### src/rtl/inst_sequencer.sv
// Multi-cycle FETCH/EXEC/MEM/WB sequencer for the hxd32 core.
// It qualifies the decoder write enables so each instruction commits exactly once.
module inst_sequencer #(
   parameter int XLEN      = 32,
   parameter int TIMEOUT_W = 4
) (
   input  logic            clk_i,
   input  logic            rst_i,
   input  logic            halt_i,
   output logic            iram_req_o,
   input  logic            iram_ack_i,
   input  logic [XLEN-1:0] iram_data_i,
   output logic [XLEN-1:0] inst_data_o,
   input  logic            dec_pc_wr_en_i,
   input  logic            dec_rd_wr_en_i,
   input  logic            dec_dram_wr_en_i,
   output logic            dram_req_o,
   input  logic            dram_ack_i,
   output logic            pc_wr_en_o,
   output logic            rd_wr_en_o,
   output logic            dram_wr_en_o,
   output logic            halted_o,
   output logic            bus_err_o,
   output logic [XLEN-1:0] instret_o
);

   typedef enum logic [2:0] {
      S_FETCH = 3'd0,
      S_EXEC  = 3'd1,
      S_MEM   = 3'd2,
      S_WB    = 3'd3,
      S_HALT  = 3'd4
   } state_t;

   localparam logic [TIMEOUT_W-1:0] WD_MAX = '1;

   state_t                r_state;
   state_t                w_next;
   logic [XLEN-1:0]       r_ir;
   logic [XLEN-1:0]       r_instret;
   logic [TIMEOUT_W-1:0]  r_wd;
   logic                  r_bus_err;

   logic [TIMEOUT_W-1:0]  w_wd_inc;
   logic                  w_wd_expire;
   logic                  w_is_mem;
   logic                  w_iram_req;
   logic                  w_dram_req;
   logic                  w_dram_wr;
   logic                  w_pc_wr;
   logic                  w_rd_wr;
   logic                  w_commit;
   logic                  w_timeout;

   assign w_is_mem    = (r_ir[6:2] == 5'b00000) || (r_ir[6:2] == 5'b01000);
   assign w_wd_inc    = r_wd + 1'b1;
   // Abort on the wait cycle that would bring the counter to all-ones.
   assign w_wd_expire = (w_wd_inc == WD_MAX);

   always_comb begin
      w_next     = r_state;
      w_iram_req = 1'b0;
      w_dram_req = 1'b0;
      w_dram_wr  = 1'b0;
      w_pc_wr    = 1'b0;
      w_rd_wr    = 1'b0;
      w_commit   = 1'b0;
      w_timeout  = 1'b0;
      case (r_state)
         S_FETCH: begin
            w_iram_req = 1'b1;
            if (iram_ack_i) begin
               w_next = S_EXEC;
            end else if (w_wd_expire) begin
               w_timeout = 1'b1;
               w_next    = S_HALT;
            end
         end
         S_EXEC: begin
            if (w_is_mem) w_next = S_MEM;
            else          w_commit = 1'b1;
         end
         S_MEM: begin
            w_dram_req = 1'b1;
            w_dram_wr  = dec_dram_wr_en_i;
            if (dram_ack_i) begin
               w_next = S_WB;
            end else if (w_wd_expire) begin
               w_timeout = 1'b1;
               w_next    = S_HALT;
            end
         end
         S_WB:    w_commit = 1'b1;
         S_HALT:  if (!halt_i) w_next = S_FETCH;
         default: w_next = S_FETCH;
      endcase
      // Commit cycle: the only place halt_i is sampled outside HALT.
      if (w_commit) begin
         w_pc_wr = dec_pc_wr_en_i;
         w_rd_wr = dec_rd_wr_en_i;
         w_next  = halt_i ? S_HALT : S_FETCH;
      end
   end

   always_ff @(posedge clk_i or posedge rst_i) begin
      if (rst_i) begin
         r_state   <= S_FETCH;
         r_ir      <= '0;
         r_instret <= '0;
         r_wd      <= '0;
         r_bus_err <= 1'b0;
      end else begin
         r_state <= w_next;
         if (r_state == S_FETCH && iram_ack_i) r_ir <= iram_data_i;
         if (w_commit)  r_instret <= r_instret + 1'b1;
         if (w_timeout) r_bus_err <= 1'b1;
         if (w_next != r_state)            r_wd <= '0;
         else if (w_iram_req || w_dram_req) r_wd <= w_wd_inc;
      end
   end

   // Gate combinational outputs so they read as reset values while rst_i is high.
   assign iram_req_o   = w_iram_req & ~rst_i;
   assign dram_req_o   = w_dram_req & ~rst_i;
   assign dram_wr_en_o = w_dram_wr  & ~rst_i;
   assign pc_wr_en_o   = w_pc_wr    & ~rst_i;
   assign rd_wr_en_o   = w_rd_wr    & ~rst_i;
   assign halted_o     = (r_state == S_HALT);
   assign bus_err_o    = r_bus_err;
   assign instret_o    = r_instret;
   assign inst_data_o  = r_ir;

endmodule

### config.mk
export PLATFORM = sky130hd
export DESIGN_NAME = inst_sequencer
export DESIGN_NICKNAME = d
export VERILOG_FILES = /design/src/rtl/inst_sequencer.sv
export SDC_FILE = /design/constraint.sdc
export NUM_CORES = 1
export LEC_CHECK = 0
export BUFFER_PORTS_ARGS = -buffer_cell sky130_fd_sc_hd__buf_4
export CAP_MARGIN = 30
export CORE_ASPECT_RATIO = 1.1
export CORE_UTILIZATION = 45
export DETAILED_ROUTE_END_ITERATION = 10
export GPL_TIMING_DRIVEN = 0
export PLACE_DENSITY_LB_ADDON = 0.12
export SYNTH_ARGS = -nofsm -noshare
export SYNTH_HDL_FRONTEND = slang
export SYNTH_SLANG_ARGS = --single-unit
### constraint.sdc
create_clock -name clk_i -period 10.15 [get_ports clk_i]
set_input_delay 2.03 -clock clk_i [delete_from_list [all_inputs] [get_ports clk_i]]
set_output_delay 2.03 -clock clk_i [all_outputs]
set_load 0.05 [all_outputs]
; After elaboration in Yosys (flattened, before gate mapping)
; Cells that the tools add are included.
[totals]
romBits = 0
latch_bits = 0
ramBits = 0
out_inout_bits = 71
input_bits = 40
reg_bits = 72
mem_count = 0
word_cells = 47
[op_classes]
n_shift = 0
bitwise = 6
n_eq_ne = 7
reduce_logical = 6
muxes = 21
div_mod_pow = 0
add_sub_neg = 2
n_mul = 0
magnitude_cmp = 0
[op_table]
columns = cell, count
row1 = "adder 32 x 1 -> 32 bit, second input constant", 1
row2 = 2-to-1 mux 3 bit, 7
row3 = case mux 3 bit (5 select lines), 1
row4 = 2-to-1 mux 1 bit, 9
row5 = 2-to-1 mux 4 bit, 2
row6 = "equality test 3 x 2 -> 1 bit, second input constant", 2
row7 = AND 1 bit, 5
row8 = "equality test 5 x 4 -> 1 bit, second input constant", 1
row9 = zero test 5 bit, 1
row10 = "adder 4 x 1 -> 4 bit, second input constant", 1
row11 = "equality test 4 bit, second input constant", 1
row12 = case mux 1 bit (2 select lines), 2
row13 = "equality test 3 x 1 -> 1 bit, second input constant", 1
row14 = "equality test 3 bit, second input constant", 1
row15 = zero test 3 bit, 1
row16 = != test 3 bit, 1
row17 = logical OR 1 bit, 2
row18 = nonzero test 2 bit, 1
row19 = logical AND 1 bit, 1
row20 = NOT 1 bit, 1

; Logic depth before layout (Yosys ltp)
; Gate-level depths: netlist (run 1).
[logic_depth]
depth_word = 8
depth_mapped = 6
ltp_nobuf = 6

; Worst setup path before layout (run 1)
; No wires, ideal clock.
[synth_timing]
path_kind = in2out
startpoint = input port rst_i
endpoint = output port dram_wr_en_o
path_buffers = 0
arrival_ps = 4748
required_time_ps = 8120
cell_stages = 3
slack_ps = 3372
cell_sequence = inv_1 > and3_1 > and2_1
[synth_via]
elab_chain_len = 2
[synth_lines]
columns = item, line_no
row1 = "start, declared", 8  ; input logic rst_i,
row2 = NOT 1 bit, 125  ; assign dram_wr_en_o = w_dram_wr & ~rst_i;
row3 = AND 1 bit, 125
row4 = "end, declared", 21  ; output logic dram_wr_en_o,
; No other way between the ends.

; Worst setup path after layout (run 1)
; Same ends and word-level chain as after synthesis.

==> run_results.csv, run 1 <==
group,metric,value,unit
synthesis,post_synth.cell_area_avg,12.7,µm²
timing,final.hold.worst_slack,0.470,ns
power,pwr-share-clk,0.198,
drt,via_count,2309,
place,hpwlAfterDp,4680,µm
power,net-switching-power,605,µW
cts,cts_made_buffers,9,
finish,layout.area.seq,1800,µm²
floorplanning,die_h,89.6,µm
power,peakVddDrop,217,µV
synthesis,postSynthCellCount,247,
place,final_weighted_congestion_in_routability_driven_placement,0.819,
synthesis,yosys-mux-area-fraction,0.118,
cts,cts_tree,"yes",
global_route,grt_pass1_wl,10100,µm
status,outcome,"finished clean",
floorplanning,die-area,7320,µm²
synthesis,synth_top_family_by_area,"simple AND/OR/NAND/NOR gates",
timing,layout_worst_path_cycle_share,0.512,
synthesis,yosys.cell_types.count,36,
timing,finalSetupViolCount,0,
cts,cts-hold-fix-buffers,0,
cts,cts.clk_slew.worst_paths,0.07,ns
timing,fin_worst_skew,0.00690,ns
drt,detail_route.vias_per_cell,5.06,
power,cellPowerDensity,318,nW/µm²
drt,wl_per_cell,14.1,µm
place,dpl_worst_slack,4.91,ns
timing,timing_worst_slew_pin_value,0.384,ns
finish,synthToLayoutAreaGrowth,38.2,%
synthesis,syn_nets,290,
cts,post-cts-setup-buffer-count,0,
synthesis,compound_gate_fraction_of_synth_area,0.0287,
cts,cts-resized-gates,0,
global_route,grt_max_degree,64,
synthesis,ys_dominant_reg_cell,"sky130_fd_sc_hd__dfrtp_1",
finish,multi_input_area,1280,µm²
global_route,total_routing_usage_gr,0.184,
setup_path,timing.critical_path.fanout_max,63,
floorplanning,die_width,81.7,µm
cts,clock_insertion_delay_worst_skew,0.34,ns
timing,max_slew_margin,0.744,
worst_hold_path,timing.hold.worst.class,"reg -> reg",
floorplanning,ios,111,
global_route,first_global_vias,2248,
synthesis,yosysSeqAreaShare,0.574,
timing,finalMaxSlewViolations,0,
power,pwr-share-comb,0.488,
global_route,globalRouteOverflowTotal,0,
floorplanning,starting_density_of_the_core,0.471,
finish,n_antenna_cell,0,
power,internal_power,775,µW
timing,fin_setup_tns,0,ns
setup_path,crit_type,"in -> out",
synthesis,ys_ff_latch,72,
power,power.switching_fraction,0.438,
cts,cts.root.buffer_cell,"sky130_fd_sc_hd__clkbuf_8",
floorplanning,core_area,6670,µm²
setup_path,endpoint_kind,"primary output",
synthesis,yosys_warnings,0,
setup_path,required,8.12,ns
finish,layout_cell_share_with_drive_strength_beyond_1,0.465,
global_route,antenna_found_initial,0,
synthesis,synth_top_cell_by_area,"sky130_fd_sc_hd__dfrtp_1",
synthesis,synth-adder-area-share,0.0120,
synthesis,netlist.area_leader.share,0.574,
place,numPortBuffers,110,
drt,route.detailed.drc,0,
power,seqPwrFrac,0.314,
synthesis,netlist_area,3140,µm²
synthesis,synth_edf_count,0,
cts,clock_sink_count,72,
setup_path,worst_ep_arrival_time,3.17,ns
synthesis,synth_xor_xnor_area_share,0.0948,
finish,final_net_count,412,
timing,maximum_clock_rate,0.192,GHz
timing,final-hold-violation-count,0,
timing,unrepaired_setup_endpoints_after_global_routing,"no",
drt,totalWireLength,6450,µm
timing,setup_ws,4.95,ns
floorplanning,floorplan.rows,31,
drt,drt_first_iter_violations,55,
synthesis,async_flop_share,1.00,
timing,final_period_minus_worst_setup_slack,5.20,ns
cts,htree_levels,3,
cts,cts-root-to-sink-buffers,2,
setup_path,cp-start-kind,"input pin",
synthesis,synth.area.top_cells,"sky130_fd_sc_hd__dfrtp_1 57%, sky130_fd_sc_hd__mux2_2 11%, sky130_fd_sc_hd__xnor2_1 8.1%, sky130_fd_sc_hd__nand4_1 2.2%, sky130_fd_sc_hd__nand2_1 2.0%",
power,finalPower,1.38,mW
power,total_leakage_power,2.09,nW
flow_run,cap_violations,0,
drt,route.antenna.remaining_nets,0,
synthesis,post_synth_and_or_nand_nor_area_fraction,0.154,
finish,final.fill_count,544,
drt,tritonroute_pass_1_iters,4,
==> cells in the final DEF (no fill, tap or decap), drive strengths merged, types with 2 or more instances in the layout <==
cell type	count
nand4	11
bufinv	3
and4	6
xor2	5
clkinvlp	2
nor3b	3
dfrtp	72
nor3	7
mux2	32
and3	4
ha	3
nand2	17
buf	117
a21oi	2
o21ai	6
clkbuf	11
nand3	12
nor2b	4
nor2	10
xnor2	29
inv	5
==> sequential cells by signal, summed over array words and instances (netlist names) <==
signal,cells
r_state,3
bus_err_o,1
r_wd,4
instret_o,32
inst_data_o,32
==> final timing paths <==
kind | cells after the start | from | end | slack (ns)
max | 6 | rst_i | dram_wr_en_o | 4.95
max in group asynchronous | 3 | rst_i | instret_o[26] | 7.99
max reg2reg | 5 | r_state[0] | inst_data_o[2] | 8.22
min | 1 | instret_o[31] | instret_o[31] | 0.47
min reg2reg | 1 | instret_o[31] | instret_o[31] | 0.47
min in group asynchronous | 2 | rst_i | inst_data_o[5] | 1.61
==> synth_stat cells (2+ instances only) <==
master / instances
sky130_fd_sc_hd__nor3_1: 5
sky130_fd_sc_hd__and4_1: 4
sky130_fd_sc_hd__xnor2_1: 29
sky130_fd_sc_hd__nor3_4: 2
sky130_fd_sc_hd__o21ai_0: 5
sky130_fd_sc_hd__inv_1: 4
sky130_fd_sc_hd__mux2_2: 32
sky130_fd_sc_hd__nand3_1: 12
sky130_fd_sc_hd__nor2_1: 10
sky130_fd_sc_hd__buf_4: 3
sky130_fd_sc_hd__dfrtp_1: 72
sky130_fd_sc_hd__nand4_1: 11
sky130_fd_sc_hd__nor3b_1: 2
sky130_fd_sc_hd__and3_1: 4
sky130_fd_sc_hd__nand2_1: 17
sky130_fd_sc_hd__nor2b_1: 4
sky130_fd_sc_hd__clkbuf_1: 2
sky130_fd_sc_hd__xor2_1: 5
sky130_fd_sc_hd__a21oi_1: 2
sky130_fd_sc_hd__and4_4: 2
sky130_fd_sc_hd__buf_2: 3
sky130_fd_sc_hd__ha_1: 3
==> worst max-delay path, stage by stage <==
cell and delay, ns:
sky130_fd_sc_hd__buf_4 0.12, sky130_fd_sc_hd__inv_4 0.16, sky130_fd_sc_hd__buf_16 0.31, sky130_fd_sc_hd__and3_1 0.22, sky130_fd_sc_hd__and2_1 0.12, sky130_fd_sc_hd__buf_4 0.19
==> logic make-up after synthesis <==
kind of cell               after synthesis
adders and majority gates                3
xor gates and xnor gates                34
muxes                                   33
AOI/OAI and AO/OA                       12
buffers and inverters                   12
and+or+nand+nor                         81
DFF                                     72
==> power groups by stage <==
stage,clock network (mW),logic (mW),registers [mW]
after detailed placement,0,0.677,0.438
after CTS,0.279,0.680,0.434
after global placement,0,0.670,0.433
final,0.273,0.674,0.433
after global routing,0.293,0.708,0.447
after floorplan,0,0.225,0.694
==> final cells by class <==
class,instances,area share
buffer,8,0.0104
multi-input combinational,163,0.295
clock inverter,7,0.0274
sequential,72,0.415
clock buffer,9,0.0285
inverter,4,0.00403
tap,82,0.0236
timing repair buffer,111,0.197
==> per-stage QoR <==
stage	util	cells	instance area, µm²
2_1_floorplan	-	247	3140
3_3_place_gp	0.610	439	4070
3_5_place_dp	0.614	440	4100
4_1_cts	0.651	456	4340
5_1_grt	0.651	456	4340
6_report	0.651	456	4340
==> routing by layer <==
| layer | share of wire | GRT usage | vias to the layer above | wire length, µm |
|---|---|---|---|---|
| li1 | - | - | 1106 | - |
| met1 | 0.42 | 0.226 | 1114 | 2690 |
| met2 | 0.50 | 0.293 | 77 | 3220 |
| met3 | 0.064 | 0.0556 | 12 | 411 |
| met4 | 0.021 | 0.0925 | 0 | 133 |
| met5 | 0 | 0 | - | 0 |
(Power assumes the default switching activity.)
==> inputs of run 2 (changes only) <==
Settings changed: ABC_AREA set to 1.
Clock period 10.15 ns to 5.2 ns, I/O delays scaled along.
==> run 2 against run 1 <==
- register-to-register slack worse by 4.9 ns
- largest power group unchanged
- sequential power is 95% higher
- clock power is 100% higher
- total power is 94% higher
- design area is 14% higher
- clock skew is 0.0058 ns higher
- largest cell class unchanged
- via count is 52% higher
- sequential share of layout area is 5.2 points lower
==> run_results.csv, run 2 <==
group,metric,value,unit
status,outcome,"finished clean",
setup_path,crit_type,"reg -> out",
timing,final_period_minus_worst_setup_slack,2.85,ns
synthesis,post_synth.cell_area_avg,7.49,µm²
synthesis,yosys_warnings,0,
flow_run,cap_violations,0,
floorplanning,ios,111,
place,numPortBuffers,110,
timing,fin_worst_skew,0.0127,ns
drt,drt_first_iter_violations,223,
drt,route.detailed.drc,0,
power,internal_power,1.41,mW
global_route,globalRouteOverflowTotal,0,
global_route,grt_pass1_wl,15400,µm
timing,timing_worst_slew_pin_value,0.878,ns
drt,wl_per_cell,12.3,µm
place,final_weighted_congestion_in_routability_driven_placement,0.861,
finish,synthToLayoutAreaGrowth,32.5,%
finish,multi_input_area,1740,µm²
drt,via_count,3509,
floorplanning,die-area,8690,µm²
finish,most_common_library_cell_in_the_layout_ignoring_fill_and_taps,"sky130_fd_sc_hd__nand2_1",
global_route,grt_max_degree,73,
floorplanning,core_area,8000,µm²
finish,final.fill_count,758,
power,total_leakage_power,2.61,nW
cts,cts-root-to-sink-buffers,2,
power,net-switching-power,1.27,mW
cts,htree_levels,3,
timing,max_slew_margin,0.415,
global_route,first_global_vias,3486,
global_route,total_routing_usage_gr,0.230,
power,cellPowerDensity,540,nW/µm²
drt,route.antenna.remaining_nets,0,
synthesis,synth_top_cell_by_area,"sky130_fd_sc_hd__dfrtp_1",
cts,cts-hold-fix-buffers,0,
timing,layout_worst_path_cycle_share,0.548,
synthesis,netlist.area_leader.share,0.481,
drt,met3_wirelength,654,µm
power,pwr-share-clk,0.209,
cts,cts.clk_slew.worst_paths,0.08,ns
timing,setup_ws,2.35,ns
finish,n_antenna_cell,0,
synthesis,synth_edf_count,0,
power,power.switching_fraction,0.474,
setup_path,required,4.16,ns
finish,layout_common_cells,"233 x sky130_fd_sc_hd__nand2_1, 111 x sky130_fd_sc_hd__buf_4, 72 x sky130_fd_sc_hd__dfrtp_1",
floorplanning,die_h,97.7,µm
cts,cts-resized-gates,0,
finish,layout.area.seq,1800,µm²
synthesis,synth.area.top_cells,"sky130_fd_sc_hd__dfrtp_1 48%, sky130_fd_sc_hd__nand2_1 23%, sky130_fd_sc_hd__nor2_1 5.9%, sky130_fd_sc_hd__inv_1 2.8%, sky130_fd_sc_hd__xor2_1 2.6%",
place,hpwlAfterDp,6800,µm
synthesis,async_flop_share,1.00,
finish,layoutNonFillerInstCount,734,
timing,finalMaxSlewViolations,0,
global_route,antenna_found_initial,0,
worst_hold_path,timing.hold.worst.class,"reg -> reg",
setup_path,timing.critical_path.fanout_max,10,
timing,final.hold.worst_slack,0.475,ns
synthesis,yosys.cell_types.count,32,
timing,final-hold-violation-count,0,
power,pwr-share-comb,0.476,
timing,fin_setup_tns,0,ns
power,seqPwrFrac,0.315,
synthesis,netlist_area,3740,µm²
cts,cts_tree,"yes",
synthesis,ys_top_cells_by_count,"233 x sky130_fd_sc_hd__nand2_1, 72 x sky130_fd_sc_hd__dfrtp_1, 59 x sky130_fd_sc_hd__nor2_1",
floorplanning,die_width,89.0,µm
setup_path,worst_ep_arrival_time,1.81,ns
timing,unrepaired_setup_endpoints_after_global_routing,"no",
setup_path,cp-start-kind,"flip-flop",
synthesis,yosysSeqAreaShare,0.481,
drt,routed-wl-met2,4350,µm
place,numPlacedInstances,718,
floorplanning,starting_density_of_the_core,0.468,
cts,post-cts-setup-buffer-count,0,
cts,clock_sink_count,72,
cts,cts_made_buffers,9,
synthesis,syn_nets,543,
finish,final_net_count,664,
synthesis,postSynthCellCount,500,
drt,totalWireLength,9060,µm
power,peakVddDrop,522,µV
drt,top_layer,"met4",
synthesis,post-synth-top-count-cell,"sky130_fd_sc_hd__nand2_1",
setup_path,endpoint_kind,"primary output",
cts,cts.root.buffer_cell,"sky130_fd_sc_hd__clkbuf_8",
drt,detail_route.vias_per_cell,4.78,
timing,finalSetupViolCount,0,
cts,clock_insertion_delay_worst_skew,0.35,ns
drt,tritonroute_pass_1_iters,4,
drt,wirelength_met1,3900,µm
finish,layout_cell_share_with_drive_strength_beyond_1,0.252,
synthesis,ys_ff_latch,72,
floorplanning,floorplan.rows,34,
place,dpl_worst_slack,2.55,ns
timing,maximum_clock_rate,0.351,GHz
setup_path,regToRegSetupSlack,3.36,ns
synthesis,ys_dominant_reg_cell,"sky130_fd_sc_hd__dfrtp_1",
run 2: cell type report:
type,instances,share of cell area
clock buffers,10,0.0277
well taps,108,0.0272
clock inverters,6,0.0232
repair buffers,110,0.166
flip-flops and latches,72,0.363
plain buffers,12,0.0134
multi-input cells,381,0.351
inverters,35,0.0280
run 2: cells by family after synthesis:
kind of cell | Yosys count | share of synthesized area
buffers and inverters | 47 | 0.0541
XOR/XNOR | 18 | 0.0421
AND/OR/NAND/NOR | 350 | 0.398
flip-flops | 72 | 0.481
AO/OA/AOI/OAI | 10 | 0.0140
adder cells (fa/ha/maj) | 3 | 0.0100
run 2: path summary, 6_finish.rpt:
path / from / cells after the start / endpoint
worst max-delay path: r_state[1] / 8 / pc_wr_en_o
worst min-delay path: inst_data_o[23] / 2 / inst_data_o[23]
worst max register to register: instret_o[0] / 10 / instret_o[18]
worst min register to register: inst_data_o[23] / 2 / inst_data_o[23]
max in group asynchronous: rst_i / 2 / inst_data_o[31]
min in group asynchronous: rst_i / 2 / bus_err_o
run 2: layer usage:
| metal | track usage | up-vias |
|---|---|---|
| li1 | - | 1779 |
| met5 | 0 | - |
| met3 | 0.0748 | 12 |
| met4 | 0.0806 | 0 |
| met2 | 0.374 | 100 |
| met1 | 0.282 | 1618 |
run 2: power by group through the flow:
stage                     Clock [mW]  Combinational [mW]  Sequential, mW
after floorplan                    0               0.431            1.31
after global placement             0                1.27           0.844
after detailed placement           0                1.29           0.849
after CTS                      0.572                1.29           0.844
after global routing           0.596                1.39           0.870
final                          0.559                1.28           0.845
run 2: worst max-delay path: stages (launching register included):
cell	delay, ns
sky130_fd_sc_hd__dfrtp_1	0.43
sky130_fd_sc_hd__inv_1	0.08
sky130_fd_sc_hd__nand3_1	0.15
sky130_fd_sc_hd__nand2_4	0.13
sky130_fd_sc_hd__inv_6	0.09
sky130_fd_sc_hd__buf_4	0.18
sky130_fd_sc_hd__nand2_1	0.07
sky130_fd_sc_hd__nor2_1	0.11
sky130_fd_sc_hd__buf_4	0.21
run 2: metrics by stage:
| step | power [mW] | instance area, µm² | utilization |
|---|---|---|---|
| 2_1_floorplan | 1.74 | 3740 | - |
| 3_3_place_gp | 2.11 | 4700 | 0.588 |
| 3_5_place_dp | 2.14 | 4710 | 0.589 |
| 4_1_cts | 2.71 | 4960 | 0.620 |
| 5_1_grt | 2.85 | 4960 | 0.620 |
| 6_report | 2.68 | 4960 | 0.620 |
==> inputs of run 3 (changes only) <==
Settings changed: ABC_AREA 1 to 0.
Clock period 5.2 ns to 2.8 ns, I/O delays scaled along.
==> run 3 against run 2 <==
- design area shrank 13%
- flip-flop and latch count is the same
- clock skew shrank 0.0019 ns
==> run_results.csv, run 3 (synthesis results as in run 1) <==
group,metric,value,unit
place,hpwlAfterDp,4870,µm
drt,wl_per_cell,14.5,µm
cts,post-cts-setup-buffer-count,0,
floorplanning,starting_density_of_the_core,0.471,
global_route,grt_max_degree,35,
cts,clock_insertion_delay_worst_skew,0.33,ns
timing,fin_worst_skew,0.0108,ns
setup_path,r2r.worst_path.cells,5,
power,finalPower,4.80,mW
drt,tritonroute_pass_1_iters,4,
place,numPortBuffers,110,
finish,synthToLayoutAreaGrowth,37.0,%
cts,clock_sink_count,72,
setup_path,timing.critical_path.fanout_max,10,
cts,cts_tree,"yes",
flow_run,cap_violations,0,
timing,finalMaxSlewViolations,0,
finish,layout_common_cells,"113 x sky130_fd_sc_hd__buf_4, 72 x sky130_fd_sc_hd__dfrtp_1, 32 x sky130_fd_sc_hd__mux2_2",
floorplanning,floorplan.rows,31,
cts,cts-hold-fix-buffers,0,
timing,final-hold-violation-count,0,
timing,layout_worst_path_cycle_share,0.925,
cts,cts_made_buffers,9,
cts,cts.clk_slew.worst_paths,0.07,ns
place,final_weighted_congestion_in_routability_driven_placement,0.746,
drt,route.antenna.remaining_nets,0,
timing,finalSetupViolCount,0,
drt,totalWireLength,6600,µm
floorplanning,die_width,81.7,µm
global_route,globalRouteOverflowTotal,0,
timing,max_slew_margin,0.645,
drt,drt_first_iter_violations,80,
cts,cts-resized-gates,0,
cts,cts-root-to-sink-buffers,2,
finish,layout_cell_share_with_drive_strength_beyond_1,0.472,
cts,htree_levels,3,
timing,timing_worst_slew_pin_value,0.532,ns
floorplanning,die-area,7320,µm²
finish,most_common_library_cell_in_the_layout_ignoring_fill_and_taps,"sky130_fd_sc_hd__buf_4",
setup_path,worst_ep_arrival_time,2.03,ns
finish,multi_input_area,1290,µm²
power,total_leakage_power,2.06,nW
global_route,first_global_vias,2309,
power,cellPowerDensity,1120,nW/µm²
setup_path,endpoint_kind,"primary output",
place,numPlacedInstances,441,
drt,detail_route.vias_per_cell,5.15,
finish,layoutNonFillerInstCount,455,
floorplanning,die_h,89.6,µm
drt,via_count,2341,
floorplanning,ios,111,
global_route,antenna_found_initial,0,
setup_path,crit_type,"reg -> out",
timing,unrepaired_setup_endpoints_after_global_routing,"no",
timing,maximum_clock_rate,0.386,GHz
finish,layout.area.seq,1800,µm²
timing,final_period_minus_worst_setup_slack,2.59,ns
drt,route.detailed.drc,0,
finish,final_net_count,412,
setup_path,regToRegSetupSlack,0.89,ns
setup_path,cp-start-kind,"flip-flop",
setup_path,required,2.24,ns
finish,final.fill_count,552,
floorplanning,core_area,6670,µm²
global_route,total_routing_usage_gr,0.190,
finish,n_antenna_cell,0,
worst_hold_path,timing.hold.worst.class,"in -> async",
finish,fin_util,0.645,
cts,cts.root.buffer_cell,"sky130_fd_sc_hd__clkbuf_8",
status,outcome,"finished clean",
power,peakVddDrop,772,µV
global_route,grt_pass1_wl,10400,µm
==> run 3: cell types whose count changed in the layout (fill, tap and decap cells not counted), sizes merged, moves of 3 or more <==
| cell | delta |
|---|---|
| and3 | +4 |
| and4 | +6 |
| clkbuf | -3 |
| inv | -32 |
| mux2 | +32 |
| nand2 | -221 |
| nand3 | -6 |
| nand3b | -7 |
| nor2 | -54 |
| nor2b | +4 |
| nor3 | -3 |
| xnor2 | +22 |
| xor2 | -6 |
==> run 3: where the power goes <==
group / switching (mW) / internal [mW]
registers: 0.216 / 1.35
clock network: 0.374 / 0.403
logic: 1.59 / 0.866
==> run 3: worst paths after layout <==
check                                  end             from
setup reg to reg            inst_data_o[6]       r_state[0]
hold reg to reg              instret_o[31]    instret_o[31]
max in group asynchronous    instret_o[14]            rst_i
hold / removal                     r_wd[2]            rst_i
min in group clk_i         inst_data_o[29]  iram_data_i[29]
setup / recovery                pc_wr_en_o       r_state[0]
==> run 3: final cells by class <==
cell class | instances | area share
Buffer | 7 | 0.00960
Clock inverter | 6 | 0.0143
Timing Repair Buffer | 112 | 0.201
Clock buffer | 9 | 0.0288
Multi-Input combinational cell | 163 | 0.299
Inverter | 4 | 0.00436
Tap cell | 82 | 0.0239
Sequential cell | 72 | 0.419
==> run 3: metal layers <==
metal  GRT usage  routed length (µm)  vias to the layer above  share of wire
met5           0                   0                        -              0
met2       0.317                3300                       73           0.50
met3      0.0626                 412                       12          0.062
li1            -                   -                     1107              -
met4      0.0909                 160                        0          0.024
met1       0.221                2720                     1149           0.41
==> run 3: metrics by stage <==
stage / TNS [ns] / setup slack [ns] / cell area, µm² / hold WS [ns]
2_1_floorplan: -0.157 / -0.157 / 3150 / 0.540
3_3_place_gp: -2.59 / -0.821 / 4080 / 0.462
3_5_place_dp: 0 / 0.477 / 4120 / 0.468
4_1_cts: 0 / 0.0976 / 4310 / 0.221
5_1_grt: 0 / 0.0751 / 4300 / 0.231
6_report: 0 / 0.209 / 4300 / 0.219
==> run 3: critical path, cell delays in order, from the launching register on <==
cell,delay (ns)
sky130_fd_sc_hd__dfrtp_1,0.32
sky130_fd_sc_hd__buf_2,0.20
sky130_fd_sc_hd__and2b_1,0.27
sky130_fd_sc_hd__nor2b_1,0.49
sky130_fd_sc_hd__and3_1,0.23
sky130_fd_sc_hd__buf_4,0.19
